$ cat config.mk
export PLATFORM = sky130hd
export DESIGN_NAME = xsim_dma_arbiter
export DESIGN_NICKNAME = d
export VERILOG_FILES = /design/src/rtl/xsim_dma_pkg.sv /design/src/rtl/xsim_dma_arbiter_tag_fifo.sv /design/src/rtl/xsim_dma_arbiter.sv
export SDC_FILE = /design/constraint.sdc
export NUM_CORES = 1
export LEC_CHECK = 0
export CAP_MARGIN = 25
export CORE_AREA = 8 8 243 245
export CTS_BUF_LIST = sky130_fd_sc_hd__clkbuf_4
export DETAILED_ROUTE_END_ITERATION = 8
export DIE_AREA = 0 0 251 253
export SLEW_MARGIN = 20
export SYNTH_ARGS = -nofsm -noshare
export SYNTH_HDL_FRONTEND = slang
export SYNTH_HIERARCHICAL = 1
export SYNTH_SLANG_ARGS = --single-unit
$ cat constraint.sdc
create_clock -name clk_i -period 5.18 [get_ports clk_i]
set_input_delay 1.036 -clock clk_i [delete_from_list [all_inputs] [get_ports clk_i]]
set_output_delay 1.036 -clock clk_i [all_outputs]
set_load 0.02 [all_outputs]
$ cat src/rtl/xsim_dma_pkg.sv
// Shared types for the DMA arbiter: client id width and the per-client request bundle.
package xsim_dma_pkg;

  localparam int NUM_CLIENTS_MAX = 8;
  localparam int CLIENT_ID_W     = $clog2(NUM_CLIENTS_MAX);

  typedef logic [CLIENT_ID_W-1:0] client_id_t;

  typedef struct packed {
    logic [31:0] handle;
    logic [31:0] addr;
    logic [31:0] data;
    logic        write;
  } dma_req_t;

endpackage

$ cat src/rtl/xsim_dma_arbiter_tag_fifo.sv
// In-order FIFO of client ids, one entry per outstanding DMA read.
module xsim_tag_fifo
  import xsim_dma_pkg::*;
#(
  parameter int DEPTH = 4
) (
  input  logic       clk_i,
  input  logic       rst_i,
  input  logic       push_i,
  input  client_id_t push_id_i,
  input  logic       pop_i,
  output logic       full_o,
  output logic       empty_o,
  output client_id_t head_o
);

  localparam int PTR_W = (DEPTH > 1) ? $clog2(DEPTH) : 1;
  localparam int CNT_W = $clog2(DEPTH + 1);

  client_id_t             mem_q [DEPTH];
  logic [PTR_W-1:0]       wr_ptr_q, wr_ptr_d;
  logic [PTR_W-1:0]       rd_ptr_q, rd_ptr_d;
  logic [CNT_W-1:0]       count_q, count_d;
  logic                   do_push, do_pop;

  assign full_o  = (count_q == CNT_W'(DEPTH));
  assign empty_o = (count_q == '0);
  assign head_o  = mem_q[rd_ptr_q];

  assign do_push = push_i & ~full_o;
  assign do_pop  = pop_i & ~empty_o;

  always_comb begin
    wr_ptr_d = wr_ptr_q;
    rd_ptr_d = rd_ptr_q;
    count_d  = count_q;
    if (do_push) wr_ptr_d = wr_ptr_q + PTR_W'(1);
    if (do_pop)  rd_ptr_d = rd_ptr_q + PTR_W'(1);
    case ({do_push, do_pop})
      2'b10:   count_d = count_q + CNT_W'(1);
      2'b01:   count_d = count_q - CNT_W'(1);
      default: count_d = count_q;
    endcase
  end

  always_ff @(posedge clk_i) begin
    if (rst_i) begin
      wr_ptr_q <= '0;
      rd_ptr_q <= '0;
      count_q  <= '0;
    end else begin
      wr_ptr_q <= wr_ptr_d;
      rd_ptr_q <= rd_ptr_d;
      count_q  <= count_d;
    end
  end

  // Storage needs no reset: entries are only read while count_q says they are live.
  always_ff @(posedge clk_i) begin
    if (do_push) mem_q[wr_ptr_q] <= push_id_i;
  end

endmodule

$ cat src/rtl/xsim_dma_arbiter.sv
// Round-robin sharing of one DMA read/write port among several clients; read
// responses are steered back to their issuer through an in-order tag FIFO.
module xsim_dma_arbiter
  import xsim_dma_pkg::*;
#(
  parameter int NUM_CLIENTS = 4,
  parameter int TAG_DEPTH   = 4
) (
  input  logic                      clk_i,
  input  logic                      rst_i,
  input  logic [NUM_CLIENTS-1:0]    req_valid_i,
  output logic [NUM_CLIENTS-1:0]    req_ready_o,
  input  logic [NUM_CLIENTS-1:0]    req_write_i,
  input  logic [NUM_CLIENTS*32-1:0] req_handle_i,
  input  logic [NUM_CLIENTS*32-1:0] req_addr_i,
  input  logic [NUM_CLIENTS*32-1:0] req_data_i,
  output logic [NUM_CLIENTS-1:0]    rsp_valid_o,
  input  logic [NUM_CLIENTS-1:0]    rsp_ready_i,
  output logic [31:0]               rsp_data_o,
  input  logic                      dma_rdy_readrequest_i,
  output logic                      dma_en_readrequest_o,
  output logic [31:0]               dma_readrequest_addr_o,
  output logic [31:0]               dma_readrequest_handle_o,
  input  logic                      dma_rdy_readresponse_i,
  output logic                      dma_en_readresponse_o,
  input  logic [31:0]               dma_readresponse_data_i,
  output logic                      dma_en_write32_o,
  output logic [31:0]               dma_write32_addr_o,
  output logic [31:0]               dma_write32_handle_o,
  output logic [31:0]               dma_write32_data_o,
  output logic                      orphan_drop_o
);

  client_id_t                  rr_ptr_q, rr_ptr_d;
  client_id_t                  winner, tag_head;
  logic                        grant_vld;
  logic                        tag_full, tag_empty, tag_push, tag_pop;
  logic                        orphan_q, orphan_d, rsp_live;
  logic [NUM_CLIENTS_MAX-1:0]  elig_ext, rsp_ready_ext;
  logic [CLIENT_ID_W:0]        scan_idx;
  dma_req_t                    sel_req;

  // A read is only eligible when both the DMA and a free tag slot can take it,
  // so a stalled read never shadows a write further round the ring.
  always_comb begin
    elig_ext = '0;
    for (int i = 0; i < NUM_CLIENTS; i++) begin
      elig_ext[i] = req_valid_i[i] & (req_write_i[i] | (dma_rdy_readrequest_i & ~tag_full));
    end
  end

  always_comb begin
    grant_vld = 1'b0;
    winner    = '0;
    scan_idx  = '0;
    for (int k = 0; k < NUM_CLIENTS; k++) begin
      scan_idx = {1'b0, rr_ptr_q} + (CLIENT_ID_W+1)'(k);
      if (scan_idx >= (CLIENT_ID_W+1)'(NUM_CLIENTS))
        scan_idx = scan_idx - (CLIENT_ID_W+1)'(NUM_CLIENTS);
      if (!grant_vld && elig_ext[scan_idx[CLIENT_ID_W-1:0]]) begin
        grant_vld = 1'b1;
        winner    = scan_idx[CLIENT_ID_W-1:0];
      end
    end
    if (rst_i) grant_vld = 1'b0;
  end

  always_comb begin
    sel_req     = '0;
    req_ready_o = '0;
    for (int i = 0; i < NUM_CLIENTS; i++) begin
      if (winner == client_id_t'(i)) begin
        sel_req.handle = req_handle_i[32*i +: 32];
        sel_req.addr   = req_addr_i[32*i +: 32];
        sel_req.data   = req_data_i[32*i +: 32];
        sel_req.write  = req_write_i[i];
        req_ready_o[i] = grant_vld;
      end
    end
  end

  always_comb begin
    rr_ptr_d = rr_ptr_q;
    if (grant_vld)
      rr_ptr_d = (winner == client_id_t'(NUM_CLIENTS-1)) ? '0 : winner + client_id_t'(1);
  end

  assign dma_en_write32_o         = grant_vld & sel_req.write;
  assign dma_en_readrequest_o     = grant_vld & ~sel_req.write;
  assign dma_write32_handle_o     = sel_req.handle;
  assign dma_write32_addr_o       = sel_req.addr;
  assign dma_write32_data_o       = sel_req.data;
  assign dma_readrequest_handle_o = sel_req.handle;
  assign dma_readrequest_addr_o   = sel_req.addr;
  assign tag_push                 = dma_en_readrequest_o;

  // With no tag outstanding the DMA data belongs to nobody and is drained.
  assign rsp_ready_ext         = NUM_CLIENTS_MAX'(rsp_ready_i);
  assign rsp_live              = ~rst_i & dma_rdy_readresponse_i;
  assign dma_en_readresponse_o = rsp_live & (tag_empty | rsp_ready_ext[tag_head]);
  assign tag_pop               = dma_en_readresponse_o & ~tag_empty;
  assign rsp_data_o            = dma_readresponse_data_i;
  assign orphan_d              = orphan_q | (rsp_live & tag_empty);
  assign orphan_drop_o         = orphan_q;

  always_comb begin
    rsp_valid_o = '0;
    for (int i = 0; i < NUM_CLIENTS; i++) begin
      rsp_valid_o[i] = rsp_live & ~tag_empty & (tag_head == client_id_t'(i));
    end
  end

  always_ff @(posedge clk_i) begin
    if (rst_i) begin
      rr_ptr_q <= '0;
      orphan_q <= 1'b0;
    end else begin
      rr_ptr_q <= rr_ptr_d;
      orphan_q <= orphan_d;
    end
  end

  xsim_tag_fifo #(
    .DEPTH (TAG_DEPTH)
  ) u_tag_fifo (
    .clk_i     (clk_i),
    .rst_i     (rst_i),
    .push_i    (tag_push),
    .push_id_i (winner),
    .pop_i     (tag_pop),
    .full_o    (tag_full),
    .empty_o   (tag_empty),
    .head_o    (tag_head)
  );

endmodule

# Word level (Yosys, flattened, before mapping)
# Memory sizes are Yosys's and may differ from the RTL's. A register that Yosys moved wholly into a read port is not among the register bits.
# Cells that the tools add are included.
[op_classes]
n_addsub = 12
n_lt_le_gt_ge = 9
n_mux = 37
n_reduce_logical = 10
eq_ne = 9
bitwise_logic = 28
[op_table]
columns = ["op", "n"]
rows = [
  ["2-to-1 mux 97 bit", 4],
  ["2-to-1 mux 3 bit", 9],
  ["< comparator 3 x 4 -> 1 bit, second input constant", 5],
  ["AND 1 bit", 18],
  ["2-to-1 mux 1 bit", 16],
  ["binary-select mux 1 bit (select 3 bit)", 5],
  ["equality test 3 x 2 -> 1 bit, second input constant", 4],
  [">= comparator 4 x 3 -> 1 bit, second input constant", 3],
  ["subtractor 3 bit, second input constant", 4],
  ["logical NOT 3 bit", 3],
  ["adder 3 x 2 -> 4 bit, second input constant", 2],
  ["adder 3 x 1 -> 3 bit, second input constant", 2],
  ["equality test 3 x 1 -> 1 bit, second input constant", 2],
  ["bitwise OR 1 bit", 6],
  ["one-hot mux 3 bit (2 select lines)", 1],
  ["adder 2 x 1 -> 2 bit, second input constant", 2],
  ["adder 3 x 1 -> 4 bit, second input constant", 1],
  ["2-to-1 mux 2 bit", 2],
  ["NOT 1 bit", 4],
  ["equality test 3 bit, second input constant", 1],
  [">= comparator 3 bit, second input constant", 1],
  ["logical AND 1 bit", 3],
  ["logical NOT 1 bit", 3],
  ["subtractor 3 x 1 -> 3 bit, second input constant", 1],
  ["3 further kinds", 3],
]
[totals]
memories = 1
in_bits = 432
mem_bits_rw = 12
ff_bits = 11
wordCells = 111
out_inout_bits = 204
[mem_list]
columns = ["name", "words", "width", "read_ports", "rd_ports_with_merged_regs", "write_ports", "line", "rtl"]
rows = [
  ["u_tag_fifo.mem_q", 4, 3, 1, 1, 1, "xsim_dma_arbiter_tag_fifo.sv:20", "client_id_t mem_q [DEPTH];"],
]

# Longest topological paths before layout
[logic_depth]
word_depth = 27
ltp_mapped = 25
depth_no_buf = 23

# Hierarchy
# The synthesis kept the hierarchy.
[modules_own_cells]
columns = ["module", "area_per_inst_um2", "cells_each", "n_inst", "seq_area_each_um2"]
rows = [
  ["xsim_dma_arbiter", 4177.8, 742, 1, 80.1],
  ["xsim_tag_fifo", 913.4, 69, 1, 540.5],
]

# Least setup slack after synthesis
# OpenSTA, ideal clock, no wires.
[synth_timing]
path_type = "input port to output port"
start = "input dma_rdy_readrequest_i"
end = "output dma_write32_handle_o[12]"
t_arrival_ps = 4364
path_slack_ps = -220
n_path_buf = 5
stages = 16
t_required_ps = 4144
cell_sequence = "nor2b_4 -> buf_6 -> o211ai_1 -> a21oi_1 -> mux2_4 -> o21a_1 -> o22ai_1 -> ha_1 -> buf_2 -> clkbuf_1 -> clkbuf_1 -> a22oi_1 -> nor2_1 -> a21oi_1 -> o21ai_0 -> buf_4"
[synth_via]
elab_chain_cells = 20
word_cells_on_any_way = 38
cone_classes = "eq/ne (3); mux (19); bitwise (9); reduce/logical (7)"
[synth_rtl]
columns = ["item", "line", "rtl"]
rows = [
  ["start, declared", "xsim_dma_arbiter.sv:20", "input logic dma_rdy_readrequest_i,"],
  ["AND 1 bit (*)", "xsim_dma_arbiter.sv:48", "elig_ext[i] = req_valid_i[i] & (req_write_i[i] | (dma_rdy_readrequest_i & ~tag_full));"],
  ["bitwise OR 1 bit", "xsim_dma_arbiter.sv:48", ""],
  ["AND 1 bit", "xsim_dma_arbiter.sv:48", ""],
  ["binary-select mux 1 bit (select 3 bit)", "xsim_dma_arbiter.sv:60", "if (!grant_vld && elig_ext[scan_idx[CLIENT_ID_W-1:0]]) begin"],
  ["2-to-1 mux 1 bit (not written as such)", "xsim_dma_arbiter.sv:60", ""],
  ["2-to-1 mux 1 bit", "xsim_dma_arbiter.sv:60", ""],
  ["logical NOT 1 bit", "xsim_dma_arbiter.sv:60", ""],
  ["logical AND 1 bit", "xsim_dma_arbiter.sv:60", ""],
  ["[... 3 more ...]", "-", ""],
  ["2-to-1 mux 1 bit", "xsim_dma_arbiter.sv:60", ""],
  ["logical NOT 1 bit", "xsim_dma_arbiter.sv:60", ""],
  ["logical AND 1 bit", "xsim_dma_arbiter.sv:60", ""],
  ["2-to-1 mux 3 bit (*)", "xsim_dma_arbiter.sv:60", ""],
  ["named net winner[0]", "xsim_dma_arbiter.sv:35", "client_id_t winner, tag_head;"],
  ["logical NOT 3 bit", "xsim_dma_arbiter.sv:72", "if (winner == client_id_t'(i)) begin"],
  ["2-to-1 mux 97 bit (3 in a row)", "xsim_dma_arbiter.sv:72", ""],
  ["2-to-1 mux 97 bit (*)", "xsim_dma_arbiter.sv:72", ""],
  ["end, declared", "xsim_dma_arbiter.sv:29", "output logic [31:0] dma_write32_handle_o,"],
]
# Mark *: on every way through the listed nets, which the timed path passes. The rest lies on a longest branch. The select of a mux whose other input is x is not followed.

# Final worst setup path
[layout_timing]
start = "input req_write_i[0]"
end = "output dma_write32_handle_o[7]"
[layout_via]
elab_chain_cells = 19
word_cells_on_any_way = 31
cone_classes = "eq/ne (3); mux (19); bitwise (2); reduce/logical (7)"
[layout_rtl]
columns = ["item", "line", "rtl"]
rows = [
  ["start, declared", "xsim_dma_arbiter.sv:13", "input logic [NUM_CLIENTS-1:0] req_write_i,"],
  ["bitwise OR 1 bit (*)", "xsim_dma_arbiter.sv:48", ""],
  ["AND 1 bit (*)", "xsim_dma_arbiter.sv:48", ""],
  ["binary-select mux 1 bit (select 3 bit)", "xsim_dma_arbiter.sv:60", ""],
  ["2-to-1 mux 1 bit (not written as such)", "xsim_dma_arbiter.sv:60", ""],
  ["2-to-1 mux 1 bit", "xsim_dma_arbiter.sv:60", ""],
  ["logical NOT 1 bit", "xsim_dma_arbiter.sv:60", ""],
  ["logical AND 1 bit", "xsim_dma_arbiter.sv:60", ""],
  ["2-to-1 mux 1 bit", "xsim_dma_arbiter.sv:60", ""],
  ["[... 2 more ...]", "-", ""],
  ["2-to-1 mux 1 bit", "xsim_dma_arbiter.sv:60", ""],
  ["logical NOT 1 bit", "xsim_dma_arbiter.sv:60", ""],
  ["logical AND 1 bit", "xsim_dma_arbiter.sv:60", ""],
  ["2-to-1 mux 3 bit (*)", "xsim_dma_arbiter.sv:60", ""],
  ["named net winner[0]", "xsim_dma_arbiter.sv:35", ""],
  ["logical NOT 3 bit", "xsim_dma_arbiter.sv:72", ""],
  ["2-to-1 mux 97 bit (3 in a row)", "xsim_dma_arbiter.sv:72", ""],
  ["2-to-1 mux 97 bit (*)", "xsim_dma_arbiter.sv:72", ""],
]
# Marks and branches as above.

==> key figures <==
Die
  – Initial core utilization: 9.171%
  – I/O pins: ~640
  – Overall die height: between 200 and 300 um
  – Core ar.: about 56000 um2
  – Die X: between 200 and 300 um
  – Die area: 63500 um2
  – Row count: between 80 and 90

GRT
  – First-pass GRT wire length: approximately 53000 um
  – Largest net degree at the start of global routing: 60
  – Total GRT Usage: about 11%
  – Vias in the first global route: approximately 8500
  – Initial antenna violation count: 10
  – Grt total ovfl: 0

Setup path
  – Slowest CP cell: mux2_4
  – Cells along the critical path: dlygate4sd2_1, o211ai_1, a21oi_1, mux2_4, a21boi_2, o22ai_1, buf_4, ha_4, buf_4, buf_12, buf_16, a22oi_2, nor2_1, a21oi_1, o21ai_1, buf_4, buf_4
  – Peak per-stage delay on the critical path: about 290 ps
  – CP required: 4140 ps
  – Cell mode on critical path: buf_4
  – Crit-path max FO: 14
  – Arrival time of the worst setup path: 4010 ps
  – Crit end category: primary output
  – Critical path class: primary input to primary output
  – CP Launch Type: primary input

Clock network
  – CTS HTree Levels: 1
  – CTS tree: done
  – CTS Root Buffer Type: clkbuf_4
  – Total CTS buffers: 3
  – Later-pin clock latency in the skew report: ~320 ps
  – Hold-fix buffers at CTS: 0
  – Clock transition at path regs: approximately 120 ps
  – Clock Sinks: 25
  – Longest Clk Path Bufs: 2

Detailed routing
  – Number of vias after detailed routing: roughly 7900
  – Antenna Violating Nets Remaining: 0
  – Avg WL per Cell: between 15 and 20 um
  – DR iter-0 viols: 428
  – DRT Wirelength: 37780 um
  – Routed vias/inst: 3.830
  – DR pass1 iterations: 5
  – DR DRC count: 0

Synthesis
  – Netlist cell types: 53
  – Synth Flop Type: dfxtp_1
  – Post-synth EDFFs: 12
  – Async SR Flop Fraction: 0%
  – Avg Inst Size Synth: ~6.3 um2
  – Netlist Area Pre-Place: 5091 um2
  – Sequential area share after synthesis: roughly 12%
  – Warnings, synthesis: 6
  – Synth Instances: between 800 and 900
  – #FFs+latches synth: 25

Power and ir drop
  – Tot Pwr: between 10000 and 15000 uW
  – PD cells: 903.6 nW/um2
  – Worst IR Drop VDD: around 0.00056 V
  – Leakage Power: 0.004675 uW

Place
  – Post-placement setup slack: -701.0 ps
  – Placed inst area: 11800 um2
  – Detail Placement HPWL: roughly 32000 um
  – Placer Congestion: 0.9028
  – Port buffer count: 571

Final layout
  – Commonest non-fill, non-tap cell in the layout: clkdlybuf4s50_1
  – Fraction of layout cells with a size suffix above 1: 22.73%
  – Synth-to-layout area growth: 133.3%
  – Commonest cells after routing, fill and taps aside: clkdlybuf4s50_1 (400), buf_4 (109), nor2_1 (108)
  – Nets: about 1800
  – Finished Cell Area: approximately 12000 um2

Worst hold path
  – HP Class: register to register

STA
  – Clock Skews: roughly 17 ps
  – Worst-Margin Slew: roughly 680 ps
  – FMAX: ~200 MHz
  – Final min period: 5047 ps
  – Slew Viols, Final: 0
  – RSZ-0062 raised after global routing: no
  – Slew margin rel.: about 54%
  – Final setup viols: 0
  – Final hold vios: 0
  – Final WS setup: around 130 ps
  – Final period utilization: 97.43%

Run
  – Max Cap Viol: 0

Status
  – Outcome: finished clean
[state kept, by name, indices dropped and copies added (netlist names), named ones only]
signal	count
u_tag_fifo/count_q	3
rr_ptr_q	3
orphan_drop_o	1
u_tag_fifo/rd_ptr_q	2
u_tag_fifo/wr_ptr_q	2
u_tag_fifo/mem_q	12
[report_power, final]
part           total (uW)  internal (uW)  switching [uW]
sequential            289            264            25.3
combinational       10400           4330            6030
clock                84.7           28.8            55.9
total               10700           4620            6110
[cells in the mapped netlist, types with 3 or more instances]
master	number	area [um2]
edfxtp_1	12	360.4
a21oi_1	108	540.5
nand3b_1	3	22.52
inv_1	10	37.54
o211ai_1	5	37.54
clkbuf_1	56	210.2
nand3_1	3	15.01
ha_1	11	137.6
xor2_1	3	26.28
mux4_2	4	90.09
nand2_1	104	390.4
nor2_1	108	405.4
o21ai_1	21	105.1
nand2b_1	4	25.02
mux2i_1	4	40.04
or3_1	4	25.02
nor2b_1	3	18.77
buf_4	97	728.2
o21ai_0	82	410.4
dfxtp_1	13	260.3
buf_2	10	50.05
and2_1	12	75.07
a22oi_1	96	720.7
o21ai_2	3	26.28
[worst max-delay path: cells and delay by family]
kind / cells / cell delay [ps]
and+or+nand+nor: 1 / 90
buffers and inverters: 7 / 1170
adders and majority gates: 1 / 180
AOI/OAI and AO/OA: 7 / 1210
muxes: 1 / 290
[kinds of logic (layout without fill, tap and decap cells)]
kind of cell | count (synthesis) | count (layout) | share of synthesized area (%)
AO/OA/AOI/OAI | 331 | 331 | 39.54
AND/OR/NAND/NOR | 254 | 255 | 21.21
buffers and inverters | 176 | 707 | 20.52
flip-flops | 25 | 25 | 12.19
adder cells (fa/ha/maj) | 12 | 12 | 3.097
multiplexers | 9 | 9 | 2.851
XOR/XNOR | 3 | 3 | 0.5162
other | 1 | 7 | 0.07366
[per-layer routing]
metal  global-route usage (%)  vias to the layer above  share of wire, %
met3                    4.967                       34                12
li1                         -                     3858                 -
met5                        0                        -              0.11
met4                    1.812                        6               1.5
met2                    19.15                      405                49
met1                    11.91                     3590                38
[path summary, 6_finish.rpt]
kind / cells after the start / startpoint / slack (ps) / end
setup reg to reg: 26 / rr_ptr_q[0] / 420 / u_tag_fifo/count_q[2]
hold / removal: 2 / orphan_drop_o / 500 / orphan_drop_o
setup / recovery: 17 / req_write_i[0] / 130 / dma_write32_handle_o[7]
hold reg to reg: 2 / orphan_drop_o / 500 / orphan_drop_o
[area by class of cell]
class | count | area [um2]
antenna | 3 | 7.507
multi-input combinational | 614 | 3682
timing repair buffer | 692 | 6609
sequential | 25 | 620.6
clock buffer | 3 | 22.52
inverter | 11 | 41.29
clock inverter | 1 | 5.005
tap | 712 | 890.9
fill | 6167 | 43640
[what timing repair did]
action                     CTS  global route
pin swaps                   16            15
setup endpoints to repair  163           156
gates cloned                 5             0
gates resized for setup    445            53
setup buffers                8             3
[per-stage QoR]
step | TNS, ps | util, % | cells | hold WS [ps]
floorplan | -1332 | - | 814 | 459.1
global placement | -65880 | 21.26 | 2038 | 464.5
detailed placement | -72310 | 21.26 | 2038 | 467.5
CTS | -2.871 | 21.48 | 2055 | 511.9
global route | 0 | 21.39 | 2059 | 533.2
finish | 0 | 21.40 | 2061 | 499.5
No activity file was read; power rests on OpenSTA's default activity.
